===== src/rtl/if_pkg.sv =====
// Shared fetch-stage widths, reset PC default and the buffered fetch entry type.
package if_pkg;
   localparam int XLEN = 32;
   localparam int ILEN = 32;
   localparam logic [XLEN-1:0] RESET_PC_DEFAULT = 32'h0000_0000;

   typedef struct packed {
      logic [XLEN-1:0] pc;
      logic [ILEN-1:0] instr;
   } fetch_entry_t;
endpackage


===== src/rtl/if_sync_fifo.sv =====
// Flushable FIFO of fetch entries, head read from registered storage: push-to-head 1 cycle.
// Backpressure is the caller's job; a push into a full FIFO without a pop is illegal.
module if_sync_fifo
   import if_pkg::*;
#(
   parameter int DEPTH = 2
) (
   input  logic                   clk,
   input  logic                   rst_n,
   input  logic                   flush,
   input  logic                   push,
   input  fetch_entry_t           push_data,
   input  logic                   pop,
   output fetch_entry_t           head,
   output logic                   full,
   output logic                   empty,
   output logic [$clog2(DEPTH):0] count
);
   localparam int AW = $clog2(DEPTH);

   fetch_entry_t  mem [DEPTH];
   logic [AW-1:0] wr_ptr;
   logic [AW-1:0] rd_ptr;
   logic          do_push;
   logic          do_pop;

   assign empty   = (count == '0);
   assign full    = (count == (AW+1)'(DEPTH));
   assign do_pop  = pop && !empty;
   assign do_push = push && (!full || do_pop);
   assign head    = mem[rd_ptr];

   always_ff @(posedge clk or negedge rst_n) begin
      if (!rst_n) begin
         wr_ptr <= '0;
         rd_ptr <= '0;
         count  <= '0;
         for (int i = 0; i < DEPTH; i++) mem[i] <= '0;
      end else if (flush) begin
         wr_ptr <= '0;
         rd_ptr <= '0;
         count  <= '0;
      end else begin
         if (do_push) begin
            mem[wr_ptr] <= push_data;
            wr_ptr      <= wr_ptr + AW'(1);
         end
         if (do_pop) rd_ptr <= rd_ptr + AW'(1);
         if (do_push && !do_pop) count <= count + (AW+1)'(1);
         else if (!do_push && do_pop) count <= count - (AW+1)'(1);
      end
   end

   // The upstream issue rule reserves a slot for every in-flight fetch.
   ovf_chk: assert property (@(posedge clk) disable iff (!rst_n) !(push && full && !pop && !flush));
endmodule


===== src/rtl/if_fetch_queue.sv =====
// Fetch front end: owns the PC, issues imem requests, buffers in-order responses; accept-to-id_valid = mem latency + 1.
// Issue throttled by FIFO slots + in-flight count and MAX_OUTST; IF_PERF_CNT_EN adds perf counters.
module if_fetch_queue
   import if_pkg::*;
#(
   parameter int              DEPTH     = 2,
   parameter logic [XLEN-1:0] RESET_PC  = RESET_PC_DEFAULT,
   parameter int              MAX_OUTST = 2
) (
   input  logic        clk,
   input  logic        rst_n,
   output logic        imem_req_valid,
   input  logic        imem_req_ready,
   output logic [31:0] imem_req_addr,
   input  logic        imem_rsp_valid,
   input  logic [31:0] imem_rsp_data,
   output logic        id_valid,
   input  logic        id_ready,
   output logic [31:0] id_pc,
   output logic [31:0] id_instr,
   input  logic        redirect_valid,
   input  logic [31:0] redirect_pc,
   output logic [1:0]  outst_cnt
`ifdef IF_PERF_CNT_EN
   ,
   output logic [31:0] perf_fetch_cnt,
   output logic [31:0] perf_drop_cnt,
   output logic [31:0] perf_stall_cnt
`endif
);
   localparam int CW = $clog2(DEPTH) + 1;

   logic [31:0]   fetch_pc, fetch_pc_nxt;
   logic [31:0]   resp_pc, resp_pc_nxt;
   logic [31:0]   target;
   logic [CW-1:0] outst, outst_nxt;
   logic [CW-1:0] drop, drop_nxt;
   logic [CW-1:0] fifo_count;
   logic          req_fire, rsp_take;
   logic          fifo_push, fifo_pop, fifo_full, fifo_empty;
   fetch_entry_t  fifo_head;
   fetch_entry_t  push_entry;

   assign target = {redirect_pc[31:2], 2'b00};

   // Buffered + in-flight never exceeds DEPTH, so a response always finds a slot.
   assign imem_req_valid = rst_n && !redirect_valid && !fifo_full
                        && (32'(fifo_count) + 32'(outst) < 32'(DEPTH))
                        && (32'(outst) < 32'(MAX_OUTST));
   assign imem_req_addr  = fetch_pc;
   assign req_fire       = imem_req_valid && imem_req_ready;

   // Nothing in flight means any response is a leftover from before reset.
   assign rsp_take  = imem_rsp_valid && (outst != '0);
   assign fifo_pop  = id_valid && id_ready && !redirect_valid;
   assign outst_cnt = outst[1:0];

   assign push_entry.pc    = resp_pc;
   assign push_entry.instr = imem_rsp_data;

   assign id_valid = !fifo_empty;
   assign id_pc    = fifo_head.pc;
   assign id_instr = fifo_head.instr;

   always_comb begin
      fetch_pc_nxt = fetch_pc;
      resp_pc_nxt  = resp_pc;
      outst_nxt    = outst;
      drop_nxt     = drop;
      fifo_push    = 1'b0;
      if (req_fire) fetch_pc_nxt = fetch_pc + 32'd4;
      if (req_fire && !rsp_take) outst_nxt = outst + CW'(1);
      else if (!req_fire && rsp_take) outst_nxt = outst - CW'(1);
      if (redirect_valid) begin
         fetch_pc_nxt = target;
         resp_pc_nxt  = target;
         drop_nxt     = outst - CW'(rsp_take);
      end else if (rsp_take) begin
         if (drop != '0) begin
            drop_nxt = drop - CW'(1);
         end else begin
            fifo_push   = 1'b1;
            resp_pc_nxt = resp_pc + 32'd4;
         end
      end
   end

   always_ff @(posedge clk or negedge rst_n) begin
      if (!rst_n) begin
         fetch_pc <= RESET_PC;
         resp_pc  <= RESET_PC;
         outst    <= '0;
         drop     <= '0;
      end else begin
         fetch_pc <= fetch_pc_nxt;
         resp_pc  <= resp_pc_nxt;
         outst    <= outst_nxt;
         drop     <= drop_nxt;
      end
   end

   if_sync_fifo #(
      .DEPTH (DEPTH)
   ) u_fifo (
      .clk       (clk),
      .rst_n     (rst_n),
      .flush     (redirect_valid),
      .push      (fifo_push),
      .push_data (push_entry),
      .pop       (fifo_pop),
      .head      (fifo_head),
      .full      (fifo_full),
      .empty     (fifo_empty),
      .count     (fifo_count)
   );

`ifdef IF_PERF_CNT_EN
   always_ff @(posedge clk or negedge rst_n) begin
      if (!rst_n) begin
         perf_fetch_cnt <= '0;
         perf_drop_cnt  <= '0;
         perf_stall_cnt <= '0;
      end else begin
         if (req_fire) perf_fetch_cnt <= perf_fetch_cnt + 32'd1;
         if (rsp_take && (redirect_valid || drop != '0)) perf_drop_cnt <= perf_drop_cnt + 32'd1;
         if (id_ready && !id_valid) perf_stall_cnt <= perf_stall_cnt + 32'd1;
      end
   end
`endif
endmodule


===== config.mk =====
export PLATFORM = sky130hd
export DESIGN_NAME = if_fetch_queue
export DESIGN_NICKNAME = d
export VERILOG_FILES = /design/src/rtl/if_pkg.sv /design/src/rtl/if_sync_fifo.sv /design/src/rtl/if_fetch_queue.sv
export SDC_FILE = /design/constraint.sdc
export NUM_CORES = 1
export LEC_CHECK = 0
export BUFFER_PORTS_ARGS = -buffer_cell sky130_fd_sc_hd__buf_2
export CAP_MARGIN = 20
export CORE_MARGIN = 5
export CORE_UTILIZATION = 25
export CTS_BUF_LIST = sky130_fd_sc_hd__clkbuf_8
export DETAILED_ROUTE_END_ITERATION = 16
export PLACE_DENSITY_LB_ADDON = 0.25
export SLEW_MARGIN = 25
export SYNTH_ARGS = -nofsm -noshare
export SYNTH_HDL_FRONTEND = slang
export SYNTH_SLANG_ARGS = --single-unit

===== constraint.sdc =====
create_clock -name clk -period 4.4 [get_ports clk]
set_input_delay 0.44 -clock clk [delete_from_list [all_inputs] [get_ports clk]]
set_output_delay 0.44 -clock clk [all_outputs]
set_load 0.1 [all_outputs]

==> results of run 1 <==
[logic make-up (layout without fill, tap and decap cells)]
| kind of cell | count (synthesis) | in the layout | synth area share, % |
|---|---|---|---|
| other | 1 | 4 | 0.0399 |
| buffers and inverters | 55 | 213 | 3.68 |
| DFF | 192 | 192 | 51.2 |
| muxes | 194 | 194 | 23.2 |
| AOI/OAI and AO/OA | 90 | 90 | 6.21 |
| adders and majority gates | 6 | 6 | 0.879 |
| and+or+nand+nor | 193 | 193 | 11.1 |
| xor gates and xnor gates | 40 | 40 | 3.73 |
[sequential cells by signal, indices dropped and copies added, names as in the netlist]
register / cells
u_fifo.mem: 124
imem_req_addr: 30
resp_pc: 30
drop: 2
outst_cnt: 2
u_fifo.count: 2
u_fifo.rd_ptr: 1
u_fifo.wr_ptr: 1
[layout make-up]
| class | instances | area [sq um] | share of cell area, % |
|---|---|---|---|
| clock inverter | 12 | 124 | 1.12 |
| multi-input combinational | 527 | 4270 | 38.6 |
| tap | 511 | 639 | 5.79 |
| clock buffer | 20 | 275 | 2.49 |
| inverter | 10 | 37.5 | 0.340 |
| sequential | 192 | 4810 | 43.5 |
| timing repair buffer | 171 | 900 | 8.14 |
[worst max path at each step]
stage	endpoint	slack, ps	depth (start not counted)	startpoint
after detailed placement	imem_req_addr[12]	1240	9	outst_cnt[0]
after global routing	imem_req_addr[6]	1020	9	outst_cnt[0]
final	imem_req_addr[27]	1230	9	outst_cnt[0]
after CTS	imem_req_addr[27]	1220	9	outst_cnt[0]
after floorplan	imem_req_valid	1170	5	outst_cnt[0]
after global placement	imem_req_addr[12]	1290	9	outst_cnt[0]
[worst max-delay path: cells and delay by family, from the launching register on]
kind	cells	cell delay [ps]
compound gates	2	360
fa+ha+maj	1	480
buf+inv	2	590
flops	1	530
simple gates	4	1080
[per-stage QoR]
stage / instances / setup slack (ps)
after floorplan: 774 / 1170
after CTS: 1443 / 1220
after detailed placement: 1410 / 1240
final: 1443 / 1230
after global placement: 1410 / 1290
after global routing: 1443 / 1020
[per-layer routing]
metal | routed length [um] | vias up | track usage (%) | share of wire (%)
met5 | 0 | - | 0 | 0
met4 | 303 | 0 | 3.49 | 1.2
met3 | 1280 | 17 | 2.79 | 5.3
met2 | 10400 | 154 | 17.4 | 43
met1 | 12300 | 3173 | 17.5 | 51
li1 | - | 3074 | - | -
[timing repair]
action | in CTS | in global routing
buffers inserted | 0 | 0
endpoints found under the setup margin | 0 | 0
hold endpoints to repair | 76 | 0
hold buffers | 1 | 0
[where the power goes]
part           internal [W]  total, W  switching [W]
combinational      0.000958   0.00427        0.00331
sequential          0.00231   0.00266       0.000354
clock              0.000510   0.00120       0.000690
[placed cells by master (no fill, tap or decap), types with 3 or more instances in the layout]
master    count
a21oi_1       5
a31o_2        3
a31oi_1       9
a41oi_1       4
and2_1       11
and3_1       12
and4_1        3
buf_2       162
buf_4         6
clkbuf_8     21
conb_1        4
dfrtp_1     191
ha_1          5
inv_1         8
inv_6         3
inv_8         3
mux2_1       35
mux2_2      158
nand2_1      51
nand3_1      33
nand4_1      27
nor2_1       27
nor2_2        3
nor3_1        8
nor3_4        3
o211ai_1      7
o21ai_0      45
o311ai_0      7
or3_1         3
xnor2_1      12
xor2_1       28
==> results_dict.tcl, run 1 <==
set metrics [dict create \
    detail_route.iter0.violations 252 \
    initial_core_util_pct 25.1 \
    gp_congestion 0.778 \
    nets 995 \
    setup_violations 0 \
    dieWidth_um 204 \
    wirelength_mm 24.3 \
    total_power_w 0.00813 \
    reg2reg_to "imem_req_addr[27]" \
    min_path_cells 2 \
    power_density_nw_per_um2 735 \
    rr_worst_depth 9 \
    yosys-top-cells-area "dfrtp_1 51%, mux2_2 19%, mux2_1 4.2%" \
    dr.pass1.iters 4 \
    synth_area_per_cell_sq_um 12.2 \
    crit_arrival_ps 3540 \
    port_buffers 163 \
    cp_max_fo 30 \
    synth-edff-count 0 \
    dieArea_sq_um 41500 \
    hpwl_mm 16.8 \
    grt_pass1_wl_mm 38.9 \
    yosysSeqAreaShare_pct 51.2 \
    max_cap_violations 0 \
    netlist_instances 771 \
    core_sq_um 37400 \
    finalHoldViolations 0 \
    num_rows 71 \
    yosysMostFrequentCell "dfrtp_1" \
    nFillCells 3921 \
    grt_util_all_layers_pct 11.9 \
    maxSlewHeadroom_pct 36.0 \
    power_leakage_nw 4.98 \
    reg2reg_slack_ps 1230 \
    antenna_found_initial 0 \
    htreeDepth 4 \
    hold_start "imem_rsp_data[30]" \
    critPathKind "reg2reg" \
    die_h_um 204 \
    hold_ws_ps 196 \
    via_per_inst 4.45 \
    ys.flop_type "dfrtp_1" \
    drc 0 \
    clkLatencyLatePin_ps 470 \
    gr-total-overflow 0 \
    fin_util_pct 29.6 \
    fin_crit_ps 3170 \
    ys_ff_latch 192 \
    yosys.area.top_type "dfrtp_1" \
    clock_sinks 192 \
    cts_tree "built" \
    cts_made_buffers 17 \
    worstMarginPinSlew_ps 959 \
    slew_violations 0 \
    rsz0062_at_grt "false" \
    worstPathCellList "and2_1, fa_1, nor3b_1, nand4_1, buf_4, inv_2, nor2_2, o21ai_0, o311ai_1" \
    fin_area_sq_um 11100 \
    reg2reg_from "outst_cnt[0]" \
    diodes 0 \
    grt_max_degree 80 \
    grt_pass1_vias 6770 \
    ir_drop_mv 0.310 \
    wl_per_cell_um 16.9 \
    drive_above_1_share_pct 41.1 \
    clock_path_buffers 2 \
    netlist_area_sq_um 9390 \
    synth_commonest_cells "192 x dfrtp_1, 158 x mux2_2, 51 x nand2_1" \
    finalCritPeriodShare_pct 72.1 \
    clockRootBuffer "clkbuf_8" \
    skew_ps 13.1 \
    hp-class "in2reg" \
    cp-start-kind "flip-flop" \
    vias 6418 \
    fin_setup_tns_ps 0 \
    synth_top_area_share_pct 51.2 \
    status "finished, final reports clean" \
    ant_nets 0 \
    clk_pin_slew_ps 100 \
    placed_area_sq_um 10600 \
    timing.fmax_mhz 315 \
    synth-warning-count 0 \
    max_stage_delay_ps 690 \
    synthDistinctLibCells 51 \
    cts.repair.resized 0 \
    min_to "u_fifo.mem[94]" \
    cp.required_ps 4770 \
    worstSetupEndpointType "flip-flop" \
    synthArstFlopShare_pct 100 \
    slowest_stage "nor2_2" \
    area_growth_pct 17.7 \
    boundaryPins 170 \
]
(Power assumes the default switching activity.)
==> inputs of run 2 (changes only) <==
- clock period: 4.4 -> 3.2 ns (I/O delays scaled with it)
==> results_dict.tcl, run 2 (synthesis results as in run 1) <==
set metrics [dict create \
    status "finished, final reports clean" \
    skew_ps 13.0 \
    setup_violations 0 \
    dr.pass1.iters 4 \
    timing.fmax_mhz 367 \
    top_register "u_fifo.mem" \
    ant_nets 0 \
    final_common_cell "dfrtp_1" \
    finalCritPeriodShare_pct 85.2 \
    clock_path_buffers 2 \
    wl_per_cell_um 16.5 \
    grt_max_degree 71 \
    dp_cells 1418 \
    final_cell_mix "191 x dfrtp_1, 162 x buf_2, 158 x mux2_2" \
    slowest_stage "dfrtp_1" \
    fin_ws_ps 474 \
    slew_violations 0 \
    detail_route.iter0.violations 295 \
    drc 0 \
    fin_setup_tns_ps 0 \
    crit_arrival_ps 2410 \
    worstPathCellList "and2_1, fa_1, nor3b_1, and3_1, buf_2" \
    htreeDepth 4 \
    clock_sinks 192 \
    worstMarginPinSlew_ps 776 \
    crit_family "simple AND/OR/NAND/NOR gates" \
    clkLatencyLatePin_ps 480 \
    core_sq_um 37400 \
    worstSetupEndpointType "output pin" \
    port_buffers 163 \
    ir_drop_mv 0.511 \
    fin_crit_ps 2730 \
    gr-total-overflow 0 \
    via_per_inst 4.44 \
    cts_made_buffers 17 \
    wirelength_mm 24.0 \
    grt_pass1_vias 6741 \
    num_rows 71 \
    nFillCells 3911 \
    die_h_um 204 \
    power_density_nw_per_um2 998 \
    cp-start-kind "flip-flop" \
    rsz0062_at_grt "false" \
    grt_util_all_layers_pct 11.7 \
    reg2reg_slack_ps 660 \
    max_stage_delay_ps 460 \
    critPathKind "reg2out" \
    cts.repair.resized 0 \
    antenna_found_initial 0 \
    vias 6466 \
    dieArea_sq_um 41500 \
    hp-class "in2reg" \
    boundaryPins 170 \
    finalHoldViolations 0 \
    nets 1008 \
    cp_max_fo 7 \
    pre_cts_ws_ps 649 \
    cp.required_ps 2880 \
    final_cell_count_no_fill 1457 \
    clockRootBuffer "clkbuf_8" \
    hpwl_mm 16.9 \
    power_leakage_nw 5.05 \
    largest_register_ffs 124 \
    cts_tree "built" \
    dieWidth_um 204 \
    maxSlewHeadroom_pct 48.3 \
    gp_congestion 0.752 \
    max_cap_violations 0 \
    drive_above_1_share_pct 41.3 \
    clk_pin_slew_ps 110 \
    grt_pass1_wl_mm 38.7 \
    cp_num_buf_inv 1 \
    initial_core_util_pct 25.1 \
    area_growth_pct 19.1 \
]
==> run 2: cell types whose count changed in the layout (fill, tap and decap cells not counted), sizes merged <==
cell	change
dlygate4sd3	+4
buf	+9
diode	+1
inv	+1
clkbuf	-1
==> run 2: area by class of cell <==
cell class              count  area, sq um  area share (%)
inverters                  10         37.5           0.336
clock inverters            13          125            1.12
well taps                 511          639            5.72
multi-input cells         527         4260            38.1
flip-flops and latches    192         4810            43.0
diodes                      1         2.50          0.0224
repair buffers            184         1050            9.41
clock buffers              19          262            2.34
==> run 2: through the flow <==
step                total power [W]  cell area, sq um  util [%]  hold WS [ps]
floorplan                   0.00865              9400         -          24.4
global placement            0.00961             10700      28.7           144
detailed placement          0.00966             10700      28.7           145
CTS                          0.0114             11200      29.8          1.80
global route                 0.0117             11200      29.9          24.8
finish                       0.0112             11200      29.9          73.6
==> run 2: repair_timing <==
| item | 4_1_cts | 5_1_grt |
|---|---|---|
| buffers inserted | 0 | 0 |
| endpoints found under the setup margin | 0 | 0 |
| hold endpoints to repair | 9 | 0 |
| hold buffers | 5 | 0 |
==> run 2: power by group <==
part | switching [W] | internal [W]
Sequential | 0.000462 | 0.00317
Clock | 0.000929 | 0.000674
Combinational | 0.00458 | 0.00134
Total | 0.00597 | 0.00519
==> run 2: final timing paths <==
check,cells past startpoint,from,end
min in group asynchronous,2,rst_n,outst_cnt[0]
max in group asynchronous,4,rst_n,u_fifo.mem[71]
worst min register to register,1,u_fifo.mem[76],u_fifo.mem[76]
worst max-delay path,5,u_fifo.count[0],imem_req_valid
worst min-delay path,2,imem_rsp_data[14],u_fifo.mem[78]
worst max register to register,9,u_fifo.count[0],imem_req_addr[19]
==> run 2: metal layers <==
| layer | global-route usage (%) | up-vias | part of all wire [%] |
|---|---|---|---|
| met1 | 17.3 | 3185 | 51 |
| li1 | - | 3104 | - |
| met5 | 0 | - | 0 |
| met4 | 3.11 | 0 | 1.2 |
| met2 | 17.3 | 160 | 44 |
| met3 | 2.52 | 17 | 4.4 |
